===== src/rtl/hs32_mem_arb_if.sv =====
// Bundle of the fetch, execute and memory-bus signals around the HS32 memory arbiter.
// The arbiter uses the master view; requesters and memory use the slave view.
interface hs32_mem_arb_if;
  logic        f_req;
  logic [31:0] f_addr;
  logic        f_ack;
  logic [31:0] f_dtr;

  logic        e_req;
  logic        e_rw;
  logic [31:0] e_addr;
  logic [31:0] e_dtw;
  logic        e_ack;
  logic [31:0] e_dtr;

  logic        m_stb;
  logic        m_rw;
  logic [31:0] m_addr;
  logic [31:0] m_dtw;
  logic [31:0] m_dtr;
  logic        m_ack;

  logic        err;
  logic        busy;

  modport master (
    input  f_req, f_addr, e_req, e_rw, e_addr, e_dtw, m_dtr, m_ack,
    output f_ack, f_dtr, e_ack, e_dtr, m_stb, m_rw, m_addr, m_dtw, err, busy
  );

  modport slave (
    output f_req, f_addr, e_req, e_rw, e_addr, e_dtw, m_dtr, m_ack,
    input  f_ack, f_dtr, e_ack, e_dtr, m_stb, m_rw, m_addr, m_dtw, err, busy
  );
endinterface


===== src/rtl/hs32_mem_arb.sv =====
// Fair fetch/execute arbiter for the single HS32 memory bus, one transaction at
// a time, with a bounded wait on the memory ack that completes as a bus error.
module hs32_mem_arb #(
  parameter int unsigned TIMEOUT = 255
) (
  input  logic           clk,
  input  logic           reset,
  hs32_mem_arb_if.master bus
);
  localparam int unsigned   CW     = (TIMEOUT == 0) ? 1 : $clog2(TIMEOUT + 1);
  localparam logic [CW-1:0] TO_VAL = CW'(TIMEOUT);
  localparam bit            TO_EN  = (TIMEOUT != 0);

  typedef enum logic [1:0] {IDLE = 2'd0, BUSY_F = 2'd1, BUSY_E = 2'd2} state_t;
  typedef enum logic {OWN_F = 1'b0, OWN_E = 1'b1} owner_t;

  state_t        r_state, w_state_next;
  owner_t        r_last, w_last_next;
  logic [CW-1:0] r_cnt, w_cnt_next;

  logic          r_f_ack, w_f_ack_next;
  logic [31:0]   r_f_dtr, w_f_dtr_next;
  logic          r_e_ack, w_e_ack_next;
  logic [31:0]   r_e_dtr, w_e_dtr_next;
  logic          r_m_stb, w_m_stb_next;
  logic          r_m_rw, w_m_rw_next;
  logic [31:0]   r_m_addr, w_m_addr_next;
  logic [31:0]   r_m_dtw, w_m_dtw_next;
  logic          r_err, w_err_next;
  logic          r_busy, w_busy_next;

  logic          w_f_valid;
  logic          w_e_valid;
  logic          w_pick_e;
  logic          w_expired;

  // A requester whose ack is high this cycle is dropping its req; ignore it.
  assign w_f_valid = bus.f_req & ~r_f_ack;
  assign w_e_valid = bus.e_req & ~r_e_ack;
  assign w_pick_e  = w_e_valid & (~w_f_valid | (r_last == OWN_F));
  assign w_expired = TO_EN && (r_cnt == TO_VAL);

  always_comb begin
    w_state_next  = r_state;
    w_last_next   = r_last;
    w_cnt_next    = r_cnt;
    w_f_ack_next  = 1'b0;
    w_f_dtr_next  = r_f_dtr;
    w_e_ack_next  = 1'b0;
    w_e_dtr_next  = r_e_dtr;
    w_m_stb_next  = 1'b0;
    w_m_rw_next   = r_m_rw;
    w_m_addr_next = r_m_addr;
    w_m_dtw_next  = r_m_dtw;
    w_err_next    = 1'b0;
    w_busy_next   = r_busy;

    unique case (r_state)
      IDLE: begin
        if (w_f_valid | w_e_valid) begin
          w_m_stb_next = 1'b1;
          w_busy_next  = 1'b1;
          w_cnt_next   = '0;
          if (w_pick_e) begin
            w_state_next  = BUSY_E;
            w_last_next   = OWN_E;
            w_m_rw_next   = bus.e_rw;
            w_m_addr_next = bus.e_addr;
            w_m_dtw_next  = bus.e_dtw;
          end else begin
            w_state_next  = BUSY_F;
            w_last_next   = OWN_F;
            w_m_rw_next   = 1'b0;
            w_m_addr_next = bus.f_addr;
            w_m_dtw_next  = '0;
          end
        end
      end

      BUSY_F, BUSY_E: begin
        // An ack in the expiry cycle still counts as a normal completion.
        if (bus.m_ack || w_expired) begin
          w_state_next = IDLE;
          w_busy_next  = 1'b0;
          w_err_next   = ~bus.m_ack;
          if (r_state == BUSY_F) begin
            w_f_ack_next = 1'b1;
            w_f_dtr_next = bus.m_ack ? bus.m_dtr : 32'd0;
          end else begin
            w_e_ack_next = 1'b1;
            if (!bus.m_ack) begin
              w_e_dtr_next = 32'd0;
            end else if (!r_m_rw) begin
              w_e_dtr_next = bus.m_dtr;
            end
          end
        end else begin
          w_cnt_next = r_cnt + CW'(1);
        end
      end

      default: begin
        w_state_next = IDLE;
        w_busy_next  = 1'b0;
      end
    endcase
  end

  always_ff @(posedge clk or posedge reset) begin
    if (reset) begin
      r_state  <= IDLE;
      r_last   <= OWN_F;
      r_cnt    <= '0;
      r_f_ack  <= 1'b0;
      r_f_dtr  <= '0;
      r_e_ack  <= 1'b0;
      r_e_dtr  <= '0;
      r_m_stb  <= 1'b0;
      r_m_rw   <= 1'b0;
      r_m_addr <= '0;
      r_m_dtw  <= '0;
      r_err    <= 1'b0;
      r_busy   <= 1'b0;
    end else begin
      r_state  <= w_state_next;
      r_last   <= w_last_next;
      r_cnt    <= w_cnt_next;
      r_f_ack  <= w_f_ack_next;
      r_f_dtr  <= w_f_dtr_next;
      r_e_ack  <= w_e_ack_next;
      r_e_dtr  <= w_e_dtr_next;
      r_m_stb  <= w_m_stb_next;
      r_m_rw   <= w_m_rw_next;
      r_m_addr <= w_m_addr_next;
      r_m_dtw  <= w_m_dtw_next;
      r_err    <= w_err_next;
      r_busy   <= w_busy_next;
    end
  end

  assign bus.f_ack  = r_f_ack;
  assign bus.f_dtr  = r_f_dtr;
  assign bus.e_ack  = r_e_ack;
  assign bus.e_dtr  = r_e_dtr;
  assign bus.m_stb  = r_m_stb;
  assign bus.m_rw   = r_m_rw;
  assign bus.m_addr = r_m_addr;
  assign bus.m_dtw  = r_m_dtw;
  assign bus.err    = r_err;
  assign bus.busy   = r_busy;
endmodule


===== src/flat_wrapper.sv =====
// flat-port wrapper written by rule: the top's interface ports become plain ports
module hs32_mem_arb_flat 
#(
  parameter int unsigned TIMEOUT = 255
)
  (clk, reset, bus_f_req, bus_f_addr, bus_e_req, bus_e_rw, bus_e_addr, bus_e_dtw, bus_m_dtr, bus_m_ack, bus_f_ack, bus_f_dtr, bus_e_ack, bus_e_dtr, bus_m_stb, bus_m_rw, bus_m_addr, bus_m_dtw, bus_err, bus_busy);
  hs32_mem_arb_if bus_i ();
  input  logic clk;
  input  logic reset;
  input wire logic [$bits(bus_i.f_req)-1:0] bus_f_req;
  input wire logic [$bits(bus_i.f_addr)-1:0] bus_f_addr;
  input wire logic [$bits(bus_i.e_req)-1:0] bus_e_req;
  input wire logic [$bits(bus_i.e_rw)-1:0] bus_e_rw;
  input wire logic [$bits(bus_i.e_addr)-1:0] bus_e_addr;
  input wire logic [$bits(bus_i.e_dtw)-1:0] bus_e_dtw;
  input wire logic [$bits(bus_i.m_dtr)-1:0] bus_m_dtr;
  input wire logic [$bits(bus_i.m_ack)-1:0] bus_m_ack;
  output wire logic [$bits(bus_i.f_ack)-1:0] bus_f_ack;
  output wire logic [$bits(bus_i.f_dtr)-1:0] bus_f_dtr;
  output wire logic [$bits(bus_i.e_ack)-1:0] bus_e_ack;
  output wire logic [$bits(bus_i.e_dtr)-1:0] bus_e_dtr;
  output wire logic [$bits(bus_i.m_stb)-1:0] bus_m_stb;
  output wire logic [$bits(bus_i.m_rw)-1:0] bus_m_rw;
  output wire logic [$bits(bus_i.m_addr)-1:0] bus_m_addr;
  output wire logic [$bits(bus_i.m_dtw)-1:0] bus_m_dtw;
  output wire logic [$bits(bus_i.err)-1:0] bus_err;
  output wire logic [$bits(bus_i.busy)-1:0] bus_busy;
  assign bus_i.f_req = bus_f_req;
  assign bus_i.f_addr = bus_f_addr;
  assign bus_i.e_req = bus_e_req;
  assign bus_i.e_rw = bus_e_rw;
  assign bus_i.e_addr = bus_e_addr;
  assign bus_i.e_dtw = bus_e_dtw;
  assign bus_i.m_dtr = bus_m_dtr;
  assign bus_i.m_ack = bus_m_ack;
  assign bus_f_ack = bus_i.f_ack;
  assign bus_f_dtr = bus_i.f_dtr;
  assign bus_e_ack = bus_i.e_ack;
  assign bus_e_dtr = bus_i.e_dtr;
  assign bus_m_stb = bus_i.m_stb;
  assign bus_m_rw = bus_i.m_rw;
  assign bus_m_addr = bus_i.m_addr;
  assign bus_m_dtw = bus_i.m_dtw;
  assign bus_err = bus_i.err;
  assign bus_busy = bus_i.busy;
  hs32_mem_arb #(.TIMEOUT(TIMEOUT)) u_core (.clk(clk), .reset(reset), .bus(bus_i));
endmodule

===== config.mk =====
export PLATFORM = sky130hd
export DESIGN_NAME = hs32_mem_arb_flat
export DESIGN_NICKNAME = d
export VERILOG_FILES = /design/src/rtl/hs32_mem_arb_if.sv /design/src/rtl/hs32_mem_arb.sv /design/src/flat_wrapper.sv
export SDC_FILE = /design/constraint.sdc
export NUM_CORES = 1
export LEC_CHECK = 0
export BUFFER_PORTS_ARGS = -buffer_cell sky130_fd_sc_hd__buf_4
export CAP_MARGIN = 15
export CELL_PAD_IN_SITES_DETAIL_PLACEMENT = 1
export CELL_PAD_IN_SITES_GLOBAL_PLACEMENT = 1
export CORE_MARGIN = 8
export CORE_UTILIZATION = 37
export CTS_BUF_LIST = sky130_fd_sc_hd__clkbuf_4
export CTS_CLUSTER_DIAMETER = 60
export DETAILED_ROUTE_END_ITERATION = 12
export PLACE_DENSITY = 0.89
export SYNTH_ARGS = -nofsm -noshare
export SYNTH_HDL_FRONTEND = slang
export SYNTH_SLANG_ARGS = --single-unit

===== constraint.sdc =====
create_clock -name clk -period 5.75 [get_ports clk]
set_input_delay 1.4375 -clock clk [delete_from_list [all_inputs] [get_ports clk]]
set_output_delay 1.4375 -clock clk [all_outputs]
set_load 0.02 [all_outputs]

==> impl_metrics.csv, run 1 <==
group,metric,value,unit
status,status,"completed",
worst_setup_path,slowest_delay,710,ps
yosys,synth_top_cell_area_share,60.3,%
sta,maxSlewViolCount,0,
placement,hpwl,16000,microns
cts,cts-root-to-sink-buffers,2,
yosys,netlist_area,6020,sq um
finish,areaGrowthSynthToFinish,41.0,%
yosys,synth.ff_latch_count,145,
global_route,grt.total_usage,20.4,%
global_route,antenna_found_initial,1,
worst_setup_path,endpoint_kind,"flop",
worst_setup_path,crit_chain,"buf_4 -> nand2b_1 -> a21o_2 -> buf_4 -> o21ai_0",
detailed_routing,vias_per_cell,5.05,
detailed_routing,drt_pass1_iterations,4,
sta,rsz0062_at_grt,"false",
cts,cts_resized,0,
detailed_routing,routed.top_layer,"met4",
pwr,intPower,0.00268,W
yosys,synth_nets,647,
worst_setup_path,critPathSlowestCell,"a21o_2",
detailed_routing,met1_length,8210,microns
pwr,cellLeakagePower,4.61,nW
detailed_routing,met2_length,9920,microns
pwr,cellPowerDensity,561,nW/um^2
finish,nNetsFinal,905,
floorplan,dieHeight,144,microns
flow_run,maxCapViolCount,0,
pwr,p_seq_share,36.3,%
placement,io_buffers,267,
detailed_routing,ant_nets,0,
floorplan,die_area,20600,sq um
detailed_routing,drt-total-wl,20800,microns
detailed_routing,drc_errors,0,
floorplan,ios,268,
pwr,power_switching,0.00208,W
cts,clock-sinks,145,
yosys,yosys.area.top_type,"dfrtp_1",
sta,max_slew_margin,41.3,%
worst_setup_path,crit_arrival,3290,ps
cts,cts_buffers,17,
sta,finalClockSkew,22.6,ps
sta,worstMarginPinSlew,881,ps
yosys,synth_warnings,0,
yosys,ys_seq_area_share,60.3,%
global_route,grt_max_degree,99,
worst_setup_path,start_kind,"primary input",
worst_setup_path,critPathLaunch,"bus_f_req",
cts,htree_levels,4,
yosys,yosys-top-cells-area,"dfrtp_1 (60%), mux2i_1 (11%), a22o_1 (9.6%), nand2_1 (4.4%), o21ai_0 (2.9%)",
sta,post-route-min-period,2900,ps
cts,cts_tree,"done",
worst_setup_path,r2r_start,"u_core.r_state[0]$_DFFE_PP0P_",
cts,cts_root_buf,"clkbuf_4",
worst_setup_path,critPathMaxFanout,54,
worst_setup_path,crit_buf_inv,2,
detailed_routing,drt_iter0_markers,178,
sta,period_share,50.4,%
pwr,ir_drop,0.000269,V
worst_setup_path,worst-setup-path-type,"primary input to flop",
floorplan,rows,46,
global_route,grt_pass1_vias,5719,
cts,clk_latency,550,ps
sta,setup_violations,0,
floorplan,core_area,15900,sq um
floorplan,initial_core_util,37.9,%
worst_setup_path,critical_path_required,6140,ps
yosys,synth_cell_types,37,
placement,gp_congestion,0.788,
pwr,swShare,43.7,%
sta,hold_viol_final,0,
sta,timing.fmax,345,MHz
worst_setup_path,crit_family,"compound AO/OA/AOI/OAI gates",
cts,cts-hold-fix-buffers,0,
worst_setup_path,cp_common_cell,"buf_4",
detailed_routing,avgRoutedWirePerCell,20.9,microns
floorplan,fp.dieW,144,microns
pwr,p_clk_share,13.4,%
global_route,grt_pass1_wl,32200,microns
min_path,holdCritStartpoint,"u_core.bus.m_addr[8]$_DFFE_PP0P_",
global_route,gr-total-overflow,0,
min_path,min-delay-path-class,"flop to flop",
finish,final_common_cell,"buf_4",
sta,setup_tns,0,ps
detailed_routing,num_vias,5030,
pwr,comb_power_share,50.2,%
detailed_routing,met3WireLength,2370,microns
cts,post_cts_buffers,0,
finish,mostFrequentLayoutCells,"buf_4 (272), dfrtp_1 (145), nand2_1 (71)",
pwr,power,0.00476,W
yosys,avgSynthCellArea,11.8,sq um
yosys,netlist_instances,508,
cts,clk_pin_slew,140,ps
finish,layout-drive-gt1-share,40.4,%
-- stage by stage --
stage               instance area [sq um]  hold WS [ps]  cells  setup slack (ps)  util, %
floorplan                            6020           473    508               418        -
global placement                     8150           464    961              2370     51.3
detailed placement                   8180           481    962              2280     51.5
CTS                                  8460           512    994              2910     53.2
global route                         8490           534    996              2750     53.4
finish                               8490           511    996              2850     53.4
-- cell type report --
cell class / instances / area, sq um
clock inverter: 15 / 148
multi-input combinational: 287 / 2050
tap: 216 / 270
timing repair buffer: 274 / 2100
fill: 1747 / 7400
clock buffer: 17 / 128
sequential: 145 / 3630
inverter: 41 / 159
antenna: 1 / 2.50
-- cell families after synthesis --
group	Yosys count	share of synthesized area, %
multiplexers	65	10.8
AND/OR/NAND/NOR	93	6.59
AO/OA/AOI/OAI	124	15.5
adder cells (fa/ha/maj)	5	1.04
buffers and inverters	76	5.78
flip-flops	145	60.3
-- flip-flops by register name, summed over array words and instances (netlist names) --
name and cells:
u_core.bus.e_dtr 32, u_core.bus.e_ack 1, u_core.bus.m_stb 1, u_core.bus.err 1, u_core.r_state 2, u_core.bus.f_ack 1, u_core.bus.m_addr 32, u_core.bus.f_dtr 32
u_core.bus.m_rw 1, u_core.bus.busy 1, u_core.r_cnt 8, u_core.r_last 1, u_core.bus.m_dtw 32
-- per-layer routing --
metal,vias up,track usage [%]
li1,2283,-
met4,0,5.81
met1,2489,23.0
met2,234,34.3
met5,-,0
met3,24,9.42
-- power by group through the flow --
stage	Sequential [W]	Clock (W)	Combinational [W]
floorplan	0.00218	0	0.000892
global placement	0.00171	0	0.00228
detailed placement	0.00174	0	0.00242
CTS	0.00173	0.000666	0.00242
global route	0.00178	0.000708	0.00258
finish	0.00173	0.000640	0.00239
-- final timing paths --
kind                       slack (ps)                               end  cells after the start
setup / recovery                 2850  u_core.bus.m_addr[0]$_DFFE_PP0P_                      5
hold / removal                    510  u_core.bus.m_addr[8]$_DFFE_PP0P_                      2
setup reg to reg                 3250  u_core.bus.m_addr[0]$_DFFE_PP0P_                      6
hold reg to reg                   510  u_core.bus.m_addr[8]$_DFFE_PP0P_                      2
max in group asynchronous        3490  u_core.bus.f_dtr[24]$_DFFE_PP0P_                      3
min in group asynchronous        1050  u_core.bus.f_dtr[12]$_DFFE_PP0P_                      2
-- cells in the mapped netlist, drive strengths merged --
cell type,count
dfrtp,145
nand2,71
a22o,66
mux2i,65
inv,41
o21ai,35
buf,21
clkbuf,14
a31oi,9
nand2b,6
ha,5
nand3,4
nor2,4
and3,3
o21bai,2
a21boi,1
a21o,1
a21oi,1
a31o,1
a32o,1
and2,1
nand3b,1
nand4,1
nor3,1
nor4,1
o211ai,1
o21ba,1
o221ai,1
o22a,1
o22ai,1
o31a,1
o31ai,1
-- tightest hold or removal path, stage by stage, from the launching register on --
cell     delay (ps)
dfrtp_1         380
nand2_1          50
o21ai_0          60
Note: power is estimated with default switching activity, not from simulation.
==> inputs of run 2 (changes only) <==
- clock period: 5.75 -> 2.8 ns (I/O delays scaled with it)
==> impl_metrics.csv, run 2 (synthesized netlist as in run 1, its figures left out) <==
group,metric,value,unit
global_route,grt_pass1_wl,32400,microns
finish,fin_area,8490,sq um
pwr,cellPowerDensity,1160,nW/um^2
worst_setup_path,worst-setup-path-type,"flop to flop",
cts,clock-sinks,145,
finish,fill_cells,1753,
detailed_routing,num_vias,5036,
placement,hpwl,16300,microns
floorplan,ios,268,
sta,maxSlewViolCount,0,
sta,period_share,78.4,%
worst_setup_path,endpoint_kind,"flop",
flow_run,maxCapViolCount,0,
detailed_routing,drt_iter0_markers,169,
pwr,ir_drop,0.000417,V
sta,rsz0062_at_grt,"false",
floorplan,initial_core_util,37.9,%
sta,max_slew_margin,40.5,%
finish,mostFrequentLayoutCells,"buf_4 (273), dfrtp_1 (145), nand2_1 (71)",
status,status,"completed",
cts,htree_levels,4,
cts,cts-root-to-sink-buffers,2,
sta,setup_tns,0,ps
cts,cts-hold-fix-buffers,0,
cts,post_cts_buffers,0,
detailed_routing,drc_errors,0,
worst_setup_path,slowest_delay,750,ps
cts,clk_pin_slew,130,ps
floorplan,dieHeight,144,microns
global_route,grt_pass1_vias,5732,
floorplan,die_area,20600,sq um
placement,io_buffers,267,
cts,cts_resized,0,
cts,cts_root_buf,"clkbuf_4",
sta,post-route-min-period,2200,ps
sta,hold_viol_final,0,
detailed_routing,drt_pass1_iterations,4,
placement,gp_congestion,0.841,
worst_setup_path,critical_path_required,3200,ps
global_route,grt.total_usage,20.6,%
cts,cts_buffers,17,
cts,clk_latency,540,ps
floorplan,rows,46,
floorplan,fp.dieW,144,microns
detailed_routing,drt-total-wl,21200,microns
placement,place_area,8200,sq um
detailed_routing,ant_nets,0,
sta,finalClockSkew,29.7,ps
worst_setup_path,start_kind,"flop",
global_route,antenna_found_initial,1,
sta,setup_violations,0,
worst_setup_path,crit_chain,"nand2b_1 -> o21bai_4 -> buf_4 -> mux2i_1 -> o21ai_0",
finish,final_common_cell,"buf_4",
finish,multi_input_area,2050,sq um
finish,nNetsFinal,906,
finish,regArea,3630,sq um
floorplan,core_area,15900,sq um
worst_setup_path,critPathSlowestCell,"o21bai_4",
min_path,min-delay-path-class,"primary input to async pin",
cts,cts_tree,"done",
detailed_routing,avgRoutedWirePerCell,21.2,microns
global_route,grt_max_degree,146,
worst_setup_path,critPathMaxFanout,25,
pwr,power,0.00981,W
finish,layout-drive-gt1-share,40.1,%
sta,hold_ws,329,ps
finish,areaGrowthSynthToFinish,41.1,%
detailed_routing,vias_per_cell,5.05,
sta,worstMarginPinSlew,891,ps
sta,timing.fmax,455,MHz
global_route,gr-total-overflow,0,
worst_setup_path,crit_arrival,2600,ps
pwr,cellLeakagePower,4.62,nW
==> run 2: metrics by stage <==
stage / setup WS (ps) / cells / utilization [%]
finish: 604 / 997 / 53.4
global route: 468 / 997 / 53.4
CTS: 559 / 996 / 53.4
detailed placement: 227 / 964 / 51.6
global placement: 379 / 964 / 51.6
floorplan: 281 / 508 / -
==> run 2: area by class of cell <==
type                       instances  share of cell area (%)
antenna                            1                  0.0295
clock buffer                      17                    1.50
clock inverter                    15                    1.87
inverter                          41                    1.86
multi-input combinational        287                    24.2
sequential                       145                    42.7
tap                              216                    3.18
timing repair buffer             275                    24.6
==> run 2: layer usage <==
| metal | vias to the layer above | share of wire, % | global-route usage [%] |
|---|---|---|---|
| li1 | 2284 | - | - |
| met1 | 2499 | 38 | 22.5 |
| met2 | 224 | 49 | 35.7 |
| met3 | 29 | 11 | 8.36 |
| met4 | 0 | 1.7 | 6.64 |
| met5 | - | 0 | 0 |
==> run 2: worst paths after layout <==
path / from / endpoint / slack, ps / cells after the start
worst min-delay path: reset / u_core.bus.m_dtw[27]$_DFFE_PP0P_ / 330 / 3
max in group asynchronous: reset / u_core.bus.e_dtr[20]$_DFFE_PP0P_ / 1780 / 3
worst max register to register: u_core.bus.f_ack$_DFF_PP0_ / u_core.bus.m_addr[4]$_DFFE_PP0P_ / 600 / 5
min in group clk: bus_e_dtw[29] / u_core.bus.m_dtw[29]$_DFFE_PP0P_ / 360 / 2
worst min register to register: u_core.bus.m_addr[17]$_DFFE_PP0P_ / u_core.bus.m_addr[17]$_DFFE_PP0P_ / 500 / 2
worst max-delay path: u_core.bus.f_ack$_DFF_PP0_ / u_core.bus.m_addr[4]$_DFFE_PP0P_ / 600 / 5
==> run 2: where the power goes <==
group	internal, W	leakage (nW)	switching, W
Clock	0.000543	0.153	0.000811
Combinational	0.00207	2.62	0.00283
Sequential	0.00297	1.84	0.000589
Total	0.00558	4.62	0.00423
==> run 2: worst max-delay path, delay by kind of cell, from the launching register on <==
| family | cells | cell delay, ps |
|---|---|---|
| buffers and inverters | 1 | 320 |
| multiplexers | 1 | 220 |
| AO/OA/AOI/OAI | 2 | 870 |
| flip-flops | 1 | 390 |
| AND/OR/NAND/NOR | 1 | 270 |
